===== src/rtl/pu_pkg.sv =====
// Shared types and helpers for the pu_stream_array MAC lane array:
// FSM state encoding, a width-generic saturating adder and lane slice offsets.
package pu_pkg;

  typedef enum logic [1:0] {IDLE, RUN, DRAIN, DONE} state_e;

  localparam int WIDE = 64;
  typedef logic signed [WIDE-1:0] wide_t;

  function automatic int lane_lo(input int lane, input int width);
    return lane * width;
  endfunction

  // Broadcast weights all read slice 0; per-lane weights follow the data slicing.
  function automatic int weight_lo(input int lane, input int width, input bit bcast);
    return bcast ? 0 : lane * width;
  endfunction

  // Adds two sign-extended operands and checks the result against a w-bit signed
  // range; with sat set the result clamps, otherwise the caller keeps the low w bits.
  function automatic logic signed [WIDE:0] sat_add(input wide_t a, input wide_t b,
                                                   input int w, input bit sat,
                                                   output logic ovf);
    logic signed [WIDE:0] sum;
    logic signed [WIDE:0] one;
    logic signed [WIDE:0] max_v;
    logic signed [WIDE:0] min_v;
    one   = 1;
    sum   = {a[WIDE-1], a} + {b[WIDE-1], b};
    max_v = (one <<< (w - 1)) - one;
    min_v = -max_v - one;
    ovf   = (sum > max_v) || (sum < min_v);
    if (ovf && sat) begin
      return sum[WIDE] ? min_v : max_v;
    end
    return sum;
  endfunction

endpackage


===== src/rtl/pu_lane.sv =====
// One MAC lane: registered signed product, accumulator with saturate/wrap
// arithmetic and a sticky overflow flag for the current job.
module pu_lane
  import pu_pkg::*;
#(
  parameter int DATA_WIDTH   = 8,
  parameter int WEIGHT_WIDTH = 8,
  parameter int OUTPUT_WIDTH = 32,
  parameter int SAT_EN       = 1
) (
  input  logic                           clk_i,
  input  logic                           rst_i,
  input  logic                           load_i,
  input  logic                           acc_en_i,
  input  logic                           clr_i,
  input  logic signed [DATA_WIDTH-1:0]   din_i,
  input  logic signed [WEIGHT_WIDTH-1:0] win_i,
  output logic [OUTPUT_WIDTH-1:0]        acc_o,
  output logic                           ovf_o
);

  localparam int PW = DATA_WIDTH + WEIGHT_WIDTH;

  logic signed [PW-1:0]           prod_q, prod_d;
  logic [OUTPUT_WIDTH-1:0]        acc_q, acc_d;
  logic                           ovf_q, ovf_d;
  logic signed [WIDE:0]           sum_full;
  logic [WIDE-OUTPUT_WIDTH:0]     sum_unused;
  logic [OUTPUT_WIDTH-1:0]        sum_lo;
  logic                           sum_ovf;

  // NOTE: every variable gets a default at the top of always_comb so no path
  // leaves it unassigned, which would otherwise infer a latch.
  always_comb begin
    prod_d = prod_q;
    acc_d  = acc_q;
    ovf_d  = ovf_q;
    if (load_i) begin
      prod_d = PW'(din_i) * PW'(win_i);
    end
    sum_full = sat_add(wide_t'(signed'(acc_q)), wide_t'(prod_q), OUTPUT_WIDTH,
                       SAT_EN != 0, sum_ovf);
    {sum_unused, sum_lo} = sum_full;
    if (clr_i) begin
      acc_d = '0;
      ovf_d = 1'b0;
    end else if (acc_en_i) begin
      acc_d = sum_lo;
      ovf_d = ovf_q | sum_ovf;
    end
  end

  // NOTE: sequential state uses non-blocking assignments so every flop samples
  // the pre-edge values regardless of statement order.
  always_ff @(posedge clk_i or posedge rst_i) begin
    if (rst_i) begin
      prod_q <= '0;
      acc_q  <= '0;
      ovf_q  <= 1'b0;
    end else begin
      prod_q <= prod_d;
      acc_q  <= acc_d;
      ovf_q  <= ovf_d;
    end
  end

  assign acc_o = acc_q;
  assign ovf_o = ovf_q;

endmodule


===== src/rtl/pu_stream_array.sv =====
// MAC_NUM-lane streaming dot-product engine: job FSM, beat counter and a
// valid/ready result register in front of the lane array.
module pu_stream_array
  import pu_pkg::*;
#(
  parameter int DATA_WIDTH   = 8,
  parameter int WEIGHT_WIDTH = 8,
  parameter int OUTPUT_WIDTH = 32,
  parameter int MAC_NUM      = 8,
  parameter int K_WIDTH      = 16,
  parameter int SAT_EN       = 1,
  parameter int WEIGHT_BCAST = 1,
  localparam int WN = (WEIGHT_BCAST != 0) ? WEIGHT_WIDTH : WEIGHT_WIDTH * MAC_NUM
) (
  input  logic                            clk_i,
  input  logic                            rst_i,
  input  logic                            start_i,
  input  logic [K_WIDTH-1:0]              k_len_i,
  input  logic                            clear_i,
  input  logic                            in_valid_i,
  output logic                            in_ready_o,
  input  logic [DATA_WIDTH*MAC_NUM-1:0]   din_i,
  input  logic [WN-1:0]                   win_i,
  output logic                            out_valid_o,
  input  logic                            out_ready_i,
  output logic [OUTPUT_WIDTH*MAC_NUM-1:0] matmul_o,
  output logic [MAC_NUM-1:0]              ovf_o,
  output logic                            busy_o
);

  state_e                          state_q, state_d;
  logic [K_WIDTH-1:0]              k_len_q, k_len_d;
  logic [K_WIDTH-1:0]              cnt_q, cnt_d;
  logic                            pv_q, pv_d;
  logic                            out_valid_q, out_valid_d;
  logic [OUTPUT_WIDTH*MAC_NUM-1:0] matmul_q, matmul_d;
  logic [MAC_NUM-1:0]              ovf_q, ovf_d;
  logic                            in_ready_q, in_ready_d;
  logic                            busy_q, busy_d;

  logic                            accept;
  logic                            lane_clr;
  logic                            load_out;
  logic [OUTPUT_WIDTH*MAC_NUM-1:0] acc_all;
  logic [MAC_NUM-1:0]              lane_ovf;

  for (genvar i = 0; i < MAC_NUM; i++) begin : g_lane
    pu_lane #(
      .DATA_WIDTH  (DATA_WIDTH),
      .WEIGHT_WIDTH(WEIGHT_WIDTH),
      .OUTPUT_WIDTH(OUTPUT_WIDTH),
      .SAT_EN      (SAT_EN)
    ) u_lane (
      .clk_i   (clk_i),
      .rst_i   (rst_i),
      .load_i  (pv_d),
      .acc_en_i(pv_q),
      .clr_i   (lane_clr),
      .din_i   (din_i[lane_lo(i, DATA_WIDTH) +: DATA_WIDTH]),
      .win_i   (win_i[weight_lo(i, WEIGHT_WIDTH, WEIGHT_BCAST != 0) +: WEIGHT_WIDTH]),
      .acc_o   (acc_all[lane_lo(i, OUTPUT_WIDTH) +: OUTPUT_WIDTH]),
      .ovf_o   (lane_ovf[i])
    );
  end

  always_comb begin
    state_d     = state_q;
    k_len_d     = k_len_q;
    cnt_d       = cnt_q;
    pv_d        = 1'b0;
    lane_clr    = 1'b0;
    load_out    = 1'b0;
    out_valid_d = out_valid_q;
    matmul_d    = matmul_q;
    ovf_d       = ovf_q;
    accept      = in_valid_i & in_ready_q;

    unique case (state_q)
      IDLE: begin
        if (start_i && (k_len_i != '0)) begin
          k_len_d  = k_len_i;
          cnt_d    = '0;
          lane_clr = 1'b1;
          state_d  = RUN;
        end
      end
      RUN: begin
        if (accept) begin
          pv_d  = 1'b1;
          cnt_d = cnt_q + K_WIDTH'(1);
          if (cnt_d == k_len_q) state_d = DRAIN;
        end
      end
      DRAIN: state_d = DONE;
      DONE: begin
        if (!out_valid_q || out_ready_i) begin
          load_out = 1'b1;
          state_d  = IDLE;
        end
      end
      default: state_d = IDLE;
    endcase

    // Abort leaves the result register alone; only the job pipeline is flushed.
    if (clear_i) begin
      state_d  = IDLE;
      cnt_d    = '0;
      pv_d     = 1'b0;
      lane_clr = 1'b1;
      load_out = 1'b0;
    end

    if (out_valid_q && out_ready_i) out_valid_d = 1'b0;
    if (load_out) begin
      out_valid_d = 1'b1;
      matmul_d    = acc_all;
      ovf_d       = lane_ovf;
    end

    in_ready_d = (state_d == RUN);
    busy_d     = (state_d != IDLE);
  end

  always_ff @(posedge clk_i or posedge rst_i) begin
    if (rst_i) begin
      state_q     <= IDLE;
      k_len_q     <= '0;
      cnt_q       <= '0;
      pv_q        <= 1'b0;
      out_valid_q <= 1'b0;
      matmul_q    <= '0;
      ovf_q       <= '0;
      in_ready_q  <= 1'b0;
      busy_q      <= 1'b0;
    end else begin
      state_q     <= state_d;
      k_len_q     <= k_len_d;
      cnt_q       <= cnt_d;
      pv_q        <= pv_d;
      out_valid_q <= out_valid_d;
      matmul_q    <= matmul_d;
      ovf_q       <= ovf_d;
      in_ready_q  <= in_ready_d;
      busy_q      <= busy_d;
    end
  end

  assign in_ready_o  = in_ready_q;
  assign out_valid_o = out_valid_q;
  assign matmul_o    = matmul_q;
  assign ovf_o       = ovf_q;
  assign busy_o      = busy_q;

endmodule


===== config.mk =====
export PLATFORM = sky130hd
export DESIGN_NAME = pu_stream_array
export DESIGN_NICKNAME = d
export VERILOG_FILES = /design/src/rtl/pu_pkg.sv /design/src/rtl/pu_lane.sv /design/src/rtl/pu_stream_array.sv
export SDC_FILE = /design/constraint.sdc
export NUM_CORES = 2
export LEC_CHECK = 0
export ABC_AREA = 1
export ABC_CLOCK_PERIOD_IN_PS = 9100
export CORE_MARGIN = 1.5
export CORE_UTILIZATION = 60
export DETAILED_ROUTE_END_ITERATION = 16
export DONT_BUFFER_PORTS = 1
export PLACE_DENSITY = 0.78
export SLEW_MARGIN = 0
export SYNTH_ARGS = -nofsm -noshare
export SYNTH_HDL_FRONTEND = slang
export SYNTH_HIERARCHICAL = 1
export SYNTH_SLANG_ARGS = --single-unit

===== constraint.sdc =====
create_clock -name clk_i -period 9.1 [get_ports clk_i]
set_input_delay 1.365 -clock clk_i [delete_from_list [all_inputs] [get_ports clk_i]]
set_output_delay 1.365 -clock clk_i [all_outputs]
set_load 0.02 [all_outputs]

# Word-level counts from Yosys, hierarchy flattened
# Index checks and enable logic that the tools add are counted.
[word_totals]
regBits = 694
input_bits = 94
output_inout_bits = 267
wordCells = 187
[op_classes]
addsub = 9
multipliers = 8
magnitude_cmp = 16
n_eq_ne = 7
mux = 85
bitwise_logic = 9
n_reduce_logical = 20
[op_table]
columns = ["op", "n"]
rows = [
  ["32-bit two-way mux", 40],
  ["32-bit by 16-bit adder with 33-bit output", 8],
  ["33-bit by 32-bit > comparator with 1-bit output, second input constant", 8],
  ["33-bit by 32-bit < comparator with 1-bit output, second input constant", 8],
  ["8-bit by 8-bit multiplier with 16-bit output", 8],
  ["16-bit two-way mux", 3],
  ["1-bit two-way mux", 35],
  ["16-bit case mux with 2 select lines", 1],
  ["16-bit by 1-bit adder with 16-bit output, second input constant", 1],
  ["16-bit == test", 1],
  ["16-bit nonzero test", 1],
  ["2-bit two-way mux", 5],
  ["1-bit logical OR", 9],
  ["1-bit bitwise OR", 8],
  ["2-bit case mux with 4 select lines", 1],
  ["3-bit inequality test, second input constant", 2],
  ["2-bit nonzero test", 3],
  ["2-bit by 1-bit == test with 1-bit output, second input constant", 2],
  ["2-bit == test, second input constant", 2],
  ["3-bit AND reduction", 1],
  ["3-bit nonzero test", 1],
  ["1-bit logical AND", 2],
  ["2-bit logical NOT", 1],
  ["2-bit AND reduction", 1],
  ["2 further kinds", 2],
]

# Depth between registers and ports, before layout
[depth]
ltp_word = 7
depth_mapped = 28
depth_no_buf = 27

# Hierarchy
# The synthesis kept the hierarchy.
[modules_own_cells]
columns = ["mod", "instances", "cells_per_inst", "area_each_um2", "seq_area_each_um2"]
rows = [
  ["pu_lane (g_lane[0].u_lane ...)", 3, 1162, 7325.8, 1226.2],
  ["pu_stream_array", 1, 873, 11933.9, 7557.2],
  ["pu_lane (g_lane[6].u_lane)", 1, 1165, 7307.0, 1226.2],
  ["pu_lane (g_lane[5].u_lane)", 1, 987, 6696.4, 1226.2],
  ["pu_lane (g_lane[4].u_lane)", 1, 975, 6686.4, 1226.2],
  ["pu_lane (g_lane[1].u_lane)", 1, 962, 6653.9, 1226.2],
  ["pu_lane (g_lane[7].u_lane)", 1, 965, 6641.4, 1226.2],
]

# Worst setup path after synthesis
# Ideal clock, no wire load.
[synth_timing]
kind = "in2reg"
start = "in din_i[0]"
end = "reg g_lane[0].u_lane.prod_q[14]"
setup_time_ns = 0.134
arrival_ns = 5.453
required_ns = 8.966
setup_slack_ns = 3.513
path_stages = 21
path_buffers = 1
path_cell_list = "clkbuf_1 > or2_2 > fa_1 > fa_1 > inv_1 > fa_1 > fa_1 > ha_1 > a21oi_1 > nand2_1 > nand2_1 > nand2_1 > a21oi_1 > inv_1 > a21oi_1 > o21ai_0 > nand2_1 > nand2_1 > a21oi_1 > xor2_1 > o21ai_0"
[synth_between]
elab_chain_len = 1
[synth_lines]
columns = ["element", "line", "rtl"]
rows = [
  ["start: declaration", "pu_stream_array.sv:22", "input logic [DATA_WIDTH*MAC_NUM-1:0] din_i,"],
  ["8-bit by 8-bit multiplier with 16-bit output", "pu_lane.sv:39", "prod_d = PW'(din_i) * PW'(win_i);"],
  ["end signal: assignment", "pu_lane.sv:61", "prod_q <= prod_d;"],
  ["end: declaration", "pu_lane.sv:24", "logic signed [PW-1:0] prod_q, prod_d;"],
]
# No other way between the ends.
# A chain may end at the register's enable or synchronous reset.

# Worst setup path in the final report
[layout_timing]
start = "in win_i[7]"
end = "reg g_lane[3].u_lane.prod_q[14]"
[layout_between]
elab_chain_len = 1
[layout_lines]
columns = ["element", "line", "rtl"]
rows = [
  ["start: declaration", "pu_stream_array.sv:23", "input logic [WN-1:0] win_i,"],
  ["8-bit by 8-bit multiplier with 16-bit output", "pu_lane.sv:39", ""],
  ["end signal: assignment", "pu_lane.sv:61", ""],
  ["end: declaration", "pu_lane.sv:24", ""],
]
# No other way between the ends.

==> impl_metrics.py <==
metrics = {
    "status": {
        "status": "complete, no violations",
    },
    "sta": {
        "finalMaxSlewViolations": 0,
        "worst_slew_pin_slew_ns": 1.26,
        "finalSetupViolCount": 0,
        "finalHoldViolCount": 0,
        "finalCriticalPeriod_ns": 5.20,
        "clock_skew_ns": 0.0246,
        "slew-limit-headroom_pct": 16.0,
        "rsz0062_at_grt": "no",
        "tns_ns": 0,
        "layout_setup_ws_ns": 3.90,
        "fin_crit_sh_pct": 57.2,
        "fmax_mhz": 192,
    },
    "critical_path": {
        "arrival_ns": 5.72,
        "crit_top_cell": "nand2_1",
        "max_stage_delay_ns": 0.55,
        "critPathMaxFanout": 16,
        "crit_path_start_kind": "input pin",
        "crit_chain": "inv_1 > or2_2 > fa_1 > fa_1 > inv_1 > fa_1 > fa_1 > ha_1 > a21oi_1 > nand2_1 > nand2_1 > nand2_1 > a21oi_1 > inv_1 > a21oi_1 > o21ai_0 > nand2_1 > nand2_1 > a21oi_1 > xor2_1 > o21ai_0",
        "path_buf_inv": 3,
        "crit_slowest_cell": "fa_1",
        "required_ns": 9.62,
        "crit_family": "adder cells",
        "path_class": "in -> reg",
        "endpoint_kind": "register",
    },
    "place": {
        "place_congestion": 0.967,
        "port_buffers": 0,
        "place_area_mm2": 0.0689,
        "place_hpwl_mm": 143,
        "pre_cts_ws_ns": 3.24,
    },
    "synth": {
        "netlist.area_leader.share_pct": 25.6,
        "synth_common_cells": "nand2_1 (3307), inv_1 (1779), dfrtp_1 (694)",
        "netlist_area_mm2": 0.0679,
        "synth-simple-area-share_pct": 28.0,
        "seq_area_frac_synth_pct": 25.6,
        "synth_top_family_by_area": "simple AND/OR/NAND/NOR gates",
        "synth.top_cells.by_area": "dfrtp_1 (26%), nand2_1 (18%), fa_1 (13%)",
        "synth-compound-area-share_pct": 5.46,
        "yosysMostFrequentCell": "nand2_1",
        "yosys.cell_types.count": 54,
        "syn_nets": 10400,
        "ys.flop_type": "dfrtp_1",
        "syn-mean-instance-area_um2": 7.21,
        "ys_warn_count": 6,
        "async_reset_ff_share_pct": 100,
        "yosysTopAreaCell": "dfrtp_1",
        "synth-edff-count": 0,
        "synth-adder-area-share_pct": 22.2,
        "synth-xor-area-share_pct": 2.71,
        "synthesis.instances": 9413,
        "muxShareOfSynthArea_pct": 4.38,
        "ys_seq_elements": 694,
    },
    "grt": {
        "grt_max_degree": 160,
        "grt_pass1_vias": 58200,
        "grt_use_total_pct": 31.9,
        "gr-total-overflow": 0,
        "grt_pass1_wl_mm": 299,
        "grt_antenna_before_repair": 2,
    },
    "clocking": {
        "cts-hold-fix-buffers": 0,
        "clock_latency_ns": 0.69,
        "htreeDepth": 3,
        "post_cts_buffers": 0,
        "cts-root-buf": "clkbuf_16",
        "cts_resized": 0,
        "cts-buffers-inserted": 83,
        "numClockSinks": 694,
        "cts_tree": "done",
        "path_clk_slew_ns": 0.06,
        "clk_path_buf_depth": 3,
    },
    "routing": {
        "drtAntennaViolNets": 0,
        "drtPass1Iterations": 6,
        "route.met3.wl_mm": 11.3,
        "drt_iter0_drc": 4001,
        "wire_per_inst_um": 16.8,
        "top_layer_used": "met4",
        "drt-total-wl_mm": 182,
        "wl_met2_mm": 86.4,
        "vias": 58000,
        "via_per_inst": 5.35,
        "drcViolationCount": 0,
        "wl_met1_mm": 78.1,
    },
    "layout": {
        "fin_area_mm2": 0.0717,
        "area_growth_pct": 5.65,
        "drive_gt1_share_pct": 6.96,
        "antenna-diode-count": 0,
        "nFillCells": 10000,
        "finalNetCount": 10300,
    },
    "floorplanning": {
        "io_pins": 361,
        "start_util_pct": 60.4,
        "rows": 123,
        "core-area_mm2": 0.112,
        "die_w_um": 339,
        "dieHeight_um": 339,
        "die_area_mm2": 0.115,
    },
    "min_path": {
        "hp-class": "reg -> reg",
    },
    "power_and_ir_drop": {
        "powerDensity_mw_per_mm2": 258,
        "ir_drop_uv": 236,
        "leakagePower_nw": 42.3,
    },
    "job": {
        "max-cap-violations": 0,
    },
}
[flip-flops by register name, indices dropped and copies added (netlist names), 2 cells and up]
signal and count:
state_q 2, g_lane.u_lane/prod_q 128, g_lane.u_lane/acc_o 256, ovf_o 8
matmul_o 256, g_lane.u_lane/ovf_o 8, cnt_q 16, k_len_q 16
[final timing paths]
| check | endpoint | depth (start not counted) | slack (ns) | start |
|---|---|---|---|---|
| worst max-delay path | g_lane[3].u_lane/prod_q[14] | 21 | 3.90 | win_i[7] |
| max in group asynchronous | matmul_o[133] | 2 | 7.05 | rst_i |
| worst min-delay path | g_lane[4].u_lane/prod_q[4] | 2 | 0.48 | g_lane[4].u_lane/prod_q[4] |
| worst min register to register | g_lane[4].u_lane/prod_q[4] | 2 | 0.48 | g_lane[4].u_lane/prod_q[4] |
| worst max register to register | g_lane[2].u_lane/acc_o[16] | 17 | 4.98 | g_lane[2].u_lane/prod_q[0] |
| min in group asynchronous | matmul_o[11] | 1 | 0.64 | rst_i |
[layer usage]
| layer | track usage, % | vias up |
|---|---|---|
| met5 | 0 | - |
| li1 | - | 28500 |
| met4 | 11.1 | 0 |
| met1 | 41.4 | 27600 |
| met2 | 54.1 | 1591 |
| met3 | 5.34 | 348 |
[cell type report]
class	count	area (um2)	area share, %
clock buffers	98	2220	3.10
clock inverters	56	633	0.883
repair buffers	26	233	0.324
inverters	1796	6750	9.40
flip-flops and latches	694	17400	24.2
multi-input cells	6664	42700	59.5
well taps	1500	1880	2.62
[worst min-delay path, delay by kind of cell (launching register included)]
family / cells / cell delay, ns
AND/OR/NAND/NOR: 2 / 0.11
flip-flops: 1 / 0.35
[report_power, final]
group | switching (mW) | internal, mW
clock network | 1.48 | 1.99
registers | 0.995 | 3.76
logic | 6.43 | 3.84
[stage by stage]
stage | utilization (%) | std cells | hold slack (ns) | power (mW)
final | 63.8 | 10800 | 0.484 | 18.5
after global routing | 63.8 | 10800 | 0.504 | 20.2
after CTS | 63.8 | 10800 | 0.482 | 18.6
after detailed placement | 61.3 | 10700 | 0.468 | 15.0
after global placement | 61.3 | 10700 | 0.464 | 14.7
after floorplan | - | 9413 | 0.446 | 12.7
[layout by cell type (no fill, tap or decap), types with 23 or more instances in the layout]
cell,n
a21oi_1,281
buf_4,23
clkbuf_16,83
dfrtp_1,693
fa_1,448
ha_1,489
inv_1,1770
mux2_2,264
nand2_1,3306
nand2_2,42
nand3_1,454
nand3b_1,98
nand4_1,63
nor2_1,412
nor2_2,36
nor3_1,57
o21ai_0,210
o21ai_1,31
o21bai_1,60
or2_2,57
xnor2_1,74
xor2_1,133
[cell families (layout without fill, tap and decap cells)]
kind of cell               after synthesis  in the layout
buffers and inverters                 2055           1976
and+or+nand+nor                       4591           4591
adders and majority gates              937            937
DFF                                    694            694
AOI/OAI and AO/OA                      664            664
xor gates and xnor gates               208            208
muxes                                  264            264
No activity file was read; power rests on OpenSTA's default activity.
